`src/rtl/pipe_skid_reg.sv`:
```
// Elastic valid/ready stage register with a two-entry skid buffer.
// Define PIPE_SKID_FLUSH_EN to add a synchronous squash input (flush).
module pipe_skid_reg #(
  parameter int WIDTH = 32
) (
  input  logic             clk,
  input  logic             rst_n,
  input  logic             in_valid,
  output logic             in_ready,
  input  logic [WIDTH-1:0] in_data,
  output logic             out_valid,
  input  logic             out_ready,
  output logic [WIDTH-1:0] out_data
`ifdef PIPE_SKID_FLUSH_EN
  ,
  input  logic             flush
`endif
);

  typedef enum logic [1:0] {
    EMPTY = 2'd0,
    ONE   = 2'd1,
    TWO   = 2'd2
  } state_t;

  state_t           state, state_d;
  logic [WIDTH-1:0] main_q, main_d;
  logic [WIDTH-1:0] skid_q, skid_d;
  logic             in_fire, out_fire;
  logic             squash;

  assign out_valid = (state != EMPTY);
  assign in_ready  = (state != TWO);
  assign out_data  = main_q;

  assign in_fire  = in_valid & in_ready;
  assign out_fire = out_valid & out_ready;

`ifdef PIPE_SKID_FLUSH_EN
  assign squash = flush;
`else
  assign squash = 1'b0;
`endif

  always_ff @(posedge clk or negedge rst_n) begin
    if (!rst_n) begin
      state  <= EMPTY;
      main_q <= '0;
      skid_q <= '0;
    end else begin
      state  <= state_d;
      main_q <= main_d;
      skid_q <= skid_d;
    end
  end

  always_comb begin
    state_d = state;
    main_d  = main_q;
    skid_d  = skid_q;
    if (squash) begin
      // Squash wins: drop everything, leave data regs untouched.
      state_d = EMPTY;
    end else begin
      unique case (state)
        EMPTY: begin
          if (in_fire) begin
            main_d  = in_data;
            state_d = ONE;
          end
        end
        ONE: begin
          if (in_fire && out_fire) begin
            main_d = in_data;
          end else if (in_fire) begin
            skid_d  = in_data;
            state_d = TWO;
          end else if (out_fire) begin
            state_d = EMPTY;
          end
        end
        TWO: begin
          if (out_fire) begin
            main_d  = skid_q;
            state_d = ONE;
          end
        end
        default: state_d = EMPTY;
      endcase
    end
  end

endmodule

```
`config.mk`:
```
export PLATFORM = sky130hd
export DESIGN_NAME = pipe_skid_reg
export DESIGN_NICKNAME = d
export VERILOG_FILES = /design/src/rtl/pipe_skid_reg.sv
export SDC_FILE = /design/constraint.sdc
export NUM_CORES = 1
export LEC_CHECK = 0
export CORE_MARGIN = 2
export CORE_UTILIZATION = 46
export CTS_CLUSTER_SIZE = 16
export DETAILED_ROUTE_END_ITERATION = 12
export GPL_TIMING_DRIVEN = 1
export PLACE_DENSITY = 0.77
export SETUP_SLACK_MARGIN = 0.5
export SLEW_MARGIN = 20
export SYNTH_ARGS = -nofsm -noshare
export SYNTH_HDL_FRONTEND = slang
export SYNTH_SLANG_ARGS = --single-unit
```
`constraint.sdc`:
```
create_clock -name clk -period 1.5 [get_ports clk]
set_input_delay 0.3 -clock clk [delete_from_list [all_inputs] [get_ports clk]]
set_output_delay 0.3 -clock clk [all_outputs]
set_load 0.05 [all_outputs]
```
# ---- Word-level counts from Yosys, hierarchy flattened
# Cells that the tools add are included.
dict set report word_totals {
  inputBits 36
  reg_bits 66
  wordCells 31
}
dict set report classes {
  n_bitwise 3
  n_eq_ne 8
  reduce_logical 7
  n_mux 10
}
# operator n
set op_table {}
lappend op_table {{32-bit 2-to-1 mux} 3}
lappend op_table {{32-bit one-hot mux with 3 select lines} 1}
lappend op_table {{2-bit 2-to-1 mux} 5}
lappend op_table {{2-bit inequality test (second input constant)} 5}
lappend op_table {{4-bit AND reduction} 2}
lappend op_table {{2-bit one-hot mux with 3 select lines} 1}
lappend op_table {{3-bit inequality test (second input constant)} 1}
lappend op_table {{3-bit AND reduction} 1}
lappend op_table {{3-bit nonzero test} 1}
lappend op_table {{1-bit AND} 2}
lappend op_table {{2-bit by 1-bit == test with 1-bit output (second input constant)} 1}
lappend op_table {{2-bit == test (second input constant)} 1}
lappend op_table {{2-bit logical NOT} 1}
lappend op_table {{2-bit nonzero test} 1}
lappend op_table {{1-bit logical AND} 1}
lappend op_table {{1-bit NOT} 1}

# ---- Depth between registers and ports, before layout
dict set report depth {
  word_depth 6
  mapped_depth 5
  mapped_depth_nobuf 3
}

# ---- Least setup slack after synthesis
# Ideal clock, no wire load.
dict set report synth_path {
  path_type {register to register}
  from {register state[0]}
  to {register main_q[3], in the netlist out_data[3]}
  stages_incl_launch_ff 5
  period_less_slack_ns 1.489
  arrival_time_ns 1.362
  t_required_ns 1.372
  setup_slack_ns 0.011
  cell_sequence {dfrtp_1 > nor2b_2 > o21ai_2 > buf_6 > mux2_1}
}
dict set report synth_via {
  elab_chain_len 5
  word_cells_on_any_way 14
}
# element line
set synth_lines {}
lappend synth_lines {{start: declaration} 26} ;# state_t state, state_d;
lappend synth_lines {{start signal: assignment} 51} ;# state <= state_d;
lappend synth_lines {{2-bit inequality test / 2-bit nonzero test (equally long branches)} {33, 32}}
lappend synth_lines {{1-bit AND (on tied branches)} {36, 37}}
lappend synth_lines {{1-bit logical AND} 73} ;# if (in_fire && out_fire) begin
lappend synth_lines {{2-bit inequality test (no source line)} n/a}
lappend synth_lines {{4-bit AND reduction (no source line)} n/a}
lappend synth_lines {{end signal: assignment} 52} ;# main_q <= main_d;
lappend synth_lines {{end: declaration} 27} ;# logic [WIDTH-1:0] main_q, main_d;
# Several ways; a longest one is shown, not always the timed one.
# A chain may end at the register's enable or synchronous reset.

# ---- Worst setup path in the final report
dict set report layout_path {
  from {register state[0]}
  to {register main_q[2], in the netlist out_data[2]}
}
# Same word-level chain as after synthesis.

==> impl_metrics.toml <==
[routing]
drt-met1-wl_um = 3110
wl_met2_um = 3870
wl_met3_um = 258
top_layer = "met4"
ant_nets = 0
avgRoutedWirePerCell_um = 18.4
drtIter0Drc = 49
drt_pass1_iterations = 4
dr_total_vias = 1995
post-route-drc-count = 0
vias_per_cell = 5.03
wl_um = 7300

[clock_network]
tritoncts = "yes"
path_clk_slew_ps = 70
cts-root-buf = "clkbuf_8"
htreeDepth = 3
clk_path_buf_depth = 2
clk_latency_ps = 340
cts_sinks = 66
cts_buffers = 9

[setup_path]
critPathLaunchType = "register"
crit_type = "reg2reg"
end_kind = "register"
crit_fanout = 7
required_ps = 1720
cp_data_arrival_time_ps = 1810

[placement]
dpl.hpwl_um = 4020
gp_congestion = 0.670
dp_slack_ps = -430
dpl-instance-area_um2 = 4320
io_buffers = 69

[yosys]
yosys_warnings = 0
ys_seq_area_share_pct = 51.7
synth_cell_types = 20
synth_fp_nets = 222
synth_seq_cells = 66
syn_area_per_cell_um2 = 17.2
synthCells = 186
syn-cell-area_um2 = 3190

[sta]
max_slew.worst_pin.slew_ps = 358
rsz0062_at_grt = "yes"
layout_min_cycle_time_ps = 1600
slew_headroom_pct = 76.1
setup_slack_ps = -97.5
fmax_ghz = 0.626
fin_skew_ps = 13.6
hold_viol_final = 0
setup_viol_count_final = 66
final_max_slew_viol_count = 0
fin_crit_sh_pct = 107

[power_and_ir_drop]
p_sw_mw = 3.31
p_int_mw = 6.40
leakage_nw = 2.45
powerDensity_nw_per_um2 = 1870
seqPwrFrac_pct = 32.1
p_clk_share_pct = 15.3
ir_worst_vdd_mv = 1.14
pwr-share-comb_pct = 52.6
swShare_pct = 34.1

[grt]
grt_pass1_vias = 2160
grt_pass1_wl_um = 10700
grt_overflow = 0
antenna_found_initial = 0
grt_usage_pct = 18.7
grt_max_degree = 67

[floorplan]
rows = 30
die_x_um = 87.3
core_um2 = 6760
die-area_um2 = 7620
die_h_um = 87.3
start_util_pct = 47.3
io_pins = 70

[run]
max-cap-violations = 0

[layout]
fillers = 375
drive_above_1_share_pct = 67.2
regArea_um2 = 1650
multiInputGateArea_um2 = 1570
final_cell_mix = "mux2_4 (96), dfrtp_1 (64), buf_12 (38)"
postLayoutCellArea_um2 = 5200
diodes = 0
final_common_cell = "mux2_4"
fin_nets = 348
syn2layout_area_growth_pct = 62.9

[run_status]
failed_checks = "setup timing"
status = "finished, violations left"

[hold_path]
worstHoldPathType = "in2reg"
[repair_timing]
action | CTS | global route
resized for setup | 27 | 47
pin swaps | 1 | 1
endpoints found under the setup margin | 100 | 100
cloned | 2 | 4
hold buffers | 1 | 0
buffers inserted | 24 | 12
hold endpoints to repair | 66 | 0
[layout make-up]
| class | count | area share, % |
|---|---|---|
| Clock buffer | 11 | 2.72 |
| Timing Repair Buffer | 126 | 32.2 |
| Clock inverter | 5 | 1.03 |
| Sequential cell | 66 | 31.8 |
| Tap cell | 80 | 1.92 |
| Multi-Input combinational cell | 108 | 30.2 |
| Inverter | 1 | 0.120 |
[cell usage after synthesis, drive strengths merged]
library cell | instances | area share, %
nand2b | 1 | 0.20
a21oi | 1 | 0.16
dfrtp | 66 | 52
mux2 | 96 | 41
or2 | 1 | 0.20
o21bai | 1 | 0.24
buf | 11 | 4.6
inv | 1 | 0.12
and2 | 1 | 0.20
mux2i | 1 | 0.31
o21ai | 1 | 0.27
nand3b | 1 | 0.24
nor2b | 3 | 0.90
o22ai | 1 | 0.20
[per-layer routing]
metal	up-vias	GRT usage (%)
li1	919	-
met5	-	0
met2	51	32.3
met4	0	6.29
met3	7	4.93
met1	1018	22.4
[critical path, cell delays in order, from the launching register on]
cell     delay [ps]
dfrtp_2         450
nor2b_4         150
buf_6           170
buf_12          140
mux2_4          300
mux2_4          260
[per-stage QoR]
stage | hold slack (ps) | util [%] | instances | TNS (ps) | power (mW)
6_report | 378 | 77.0 | 397 | -4030 | 9.71
5_1_grt | 370 | 77.0 | 397 | -6290 | 10.1
4_1_cts | 490 | 71.8 | 381 | -3820 | 9.12
3_5_place_dp | 344 | 64.0 | 338 | -24060 | 7.18
3_3_place_gp | 341 | 64.0 | 338 | -20450 | 7.07
2_1_floorplan | 4.41 | - | 186 | 0 | 5.22
[power by group through the flow]
stage,logic (mW),clock network [mW],registers (mW)
6_report,5.11,1.49,3.11
5_1_grt,5.31,1.61,3.20
4_1_cts,4.55,1.51,3.06
3_5_place_dp,4.09,0,3.09
3_3_place_gp,4.01,0,3.05
2_1_floorplan,1.27,0,3.96
[worst paths after layout]
path	to	slack (ps)	cells after the start	start
max in group asynchronous	state[1]$_DFFE_PN0P_	680	3	rst_n
min in group asynchronous	out_data[1]$_DFFE_PN0P_	500	3	rst_n
hold reg to reg	skid_q[5]$_DFFE_PN0P_	510	1	skid_q[5]$_DFFE_PN0P_
setup / recovery	out_data[2]$_DFFE_PN0P_	-100	5	state[0]$_DFFE_PN0P_
hold / removal	state[1]$_DFFE_PN0P_	380	2	out_ready
setup reg to reg	out_data[2]$_DFFE_PN0P_	-100	5	state[0]$_DFFE_PN0P_
[sequential cells by signal, summed over array words and instances, names as in the netlist]
| name | count |
|---|---|
| out_data | 32 |
| skid_q | 32 |
| state | 2 |
[cells by family after synthesis]
kind of cell / synth area share, %
AOI/OAI and AO/OA: 0.862
buffers and inverters: 4.70
DFF: 51.7
muxes: 41.0
and+or+nand+nor: 1.72
No activity file was read; power rests on OpenSTA's default activity.
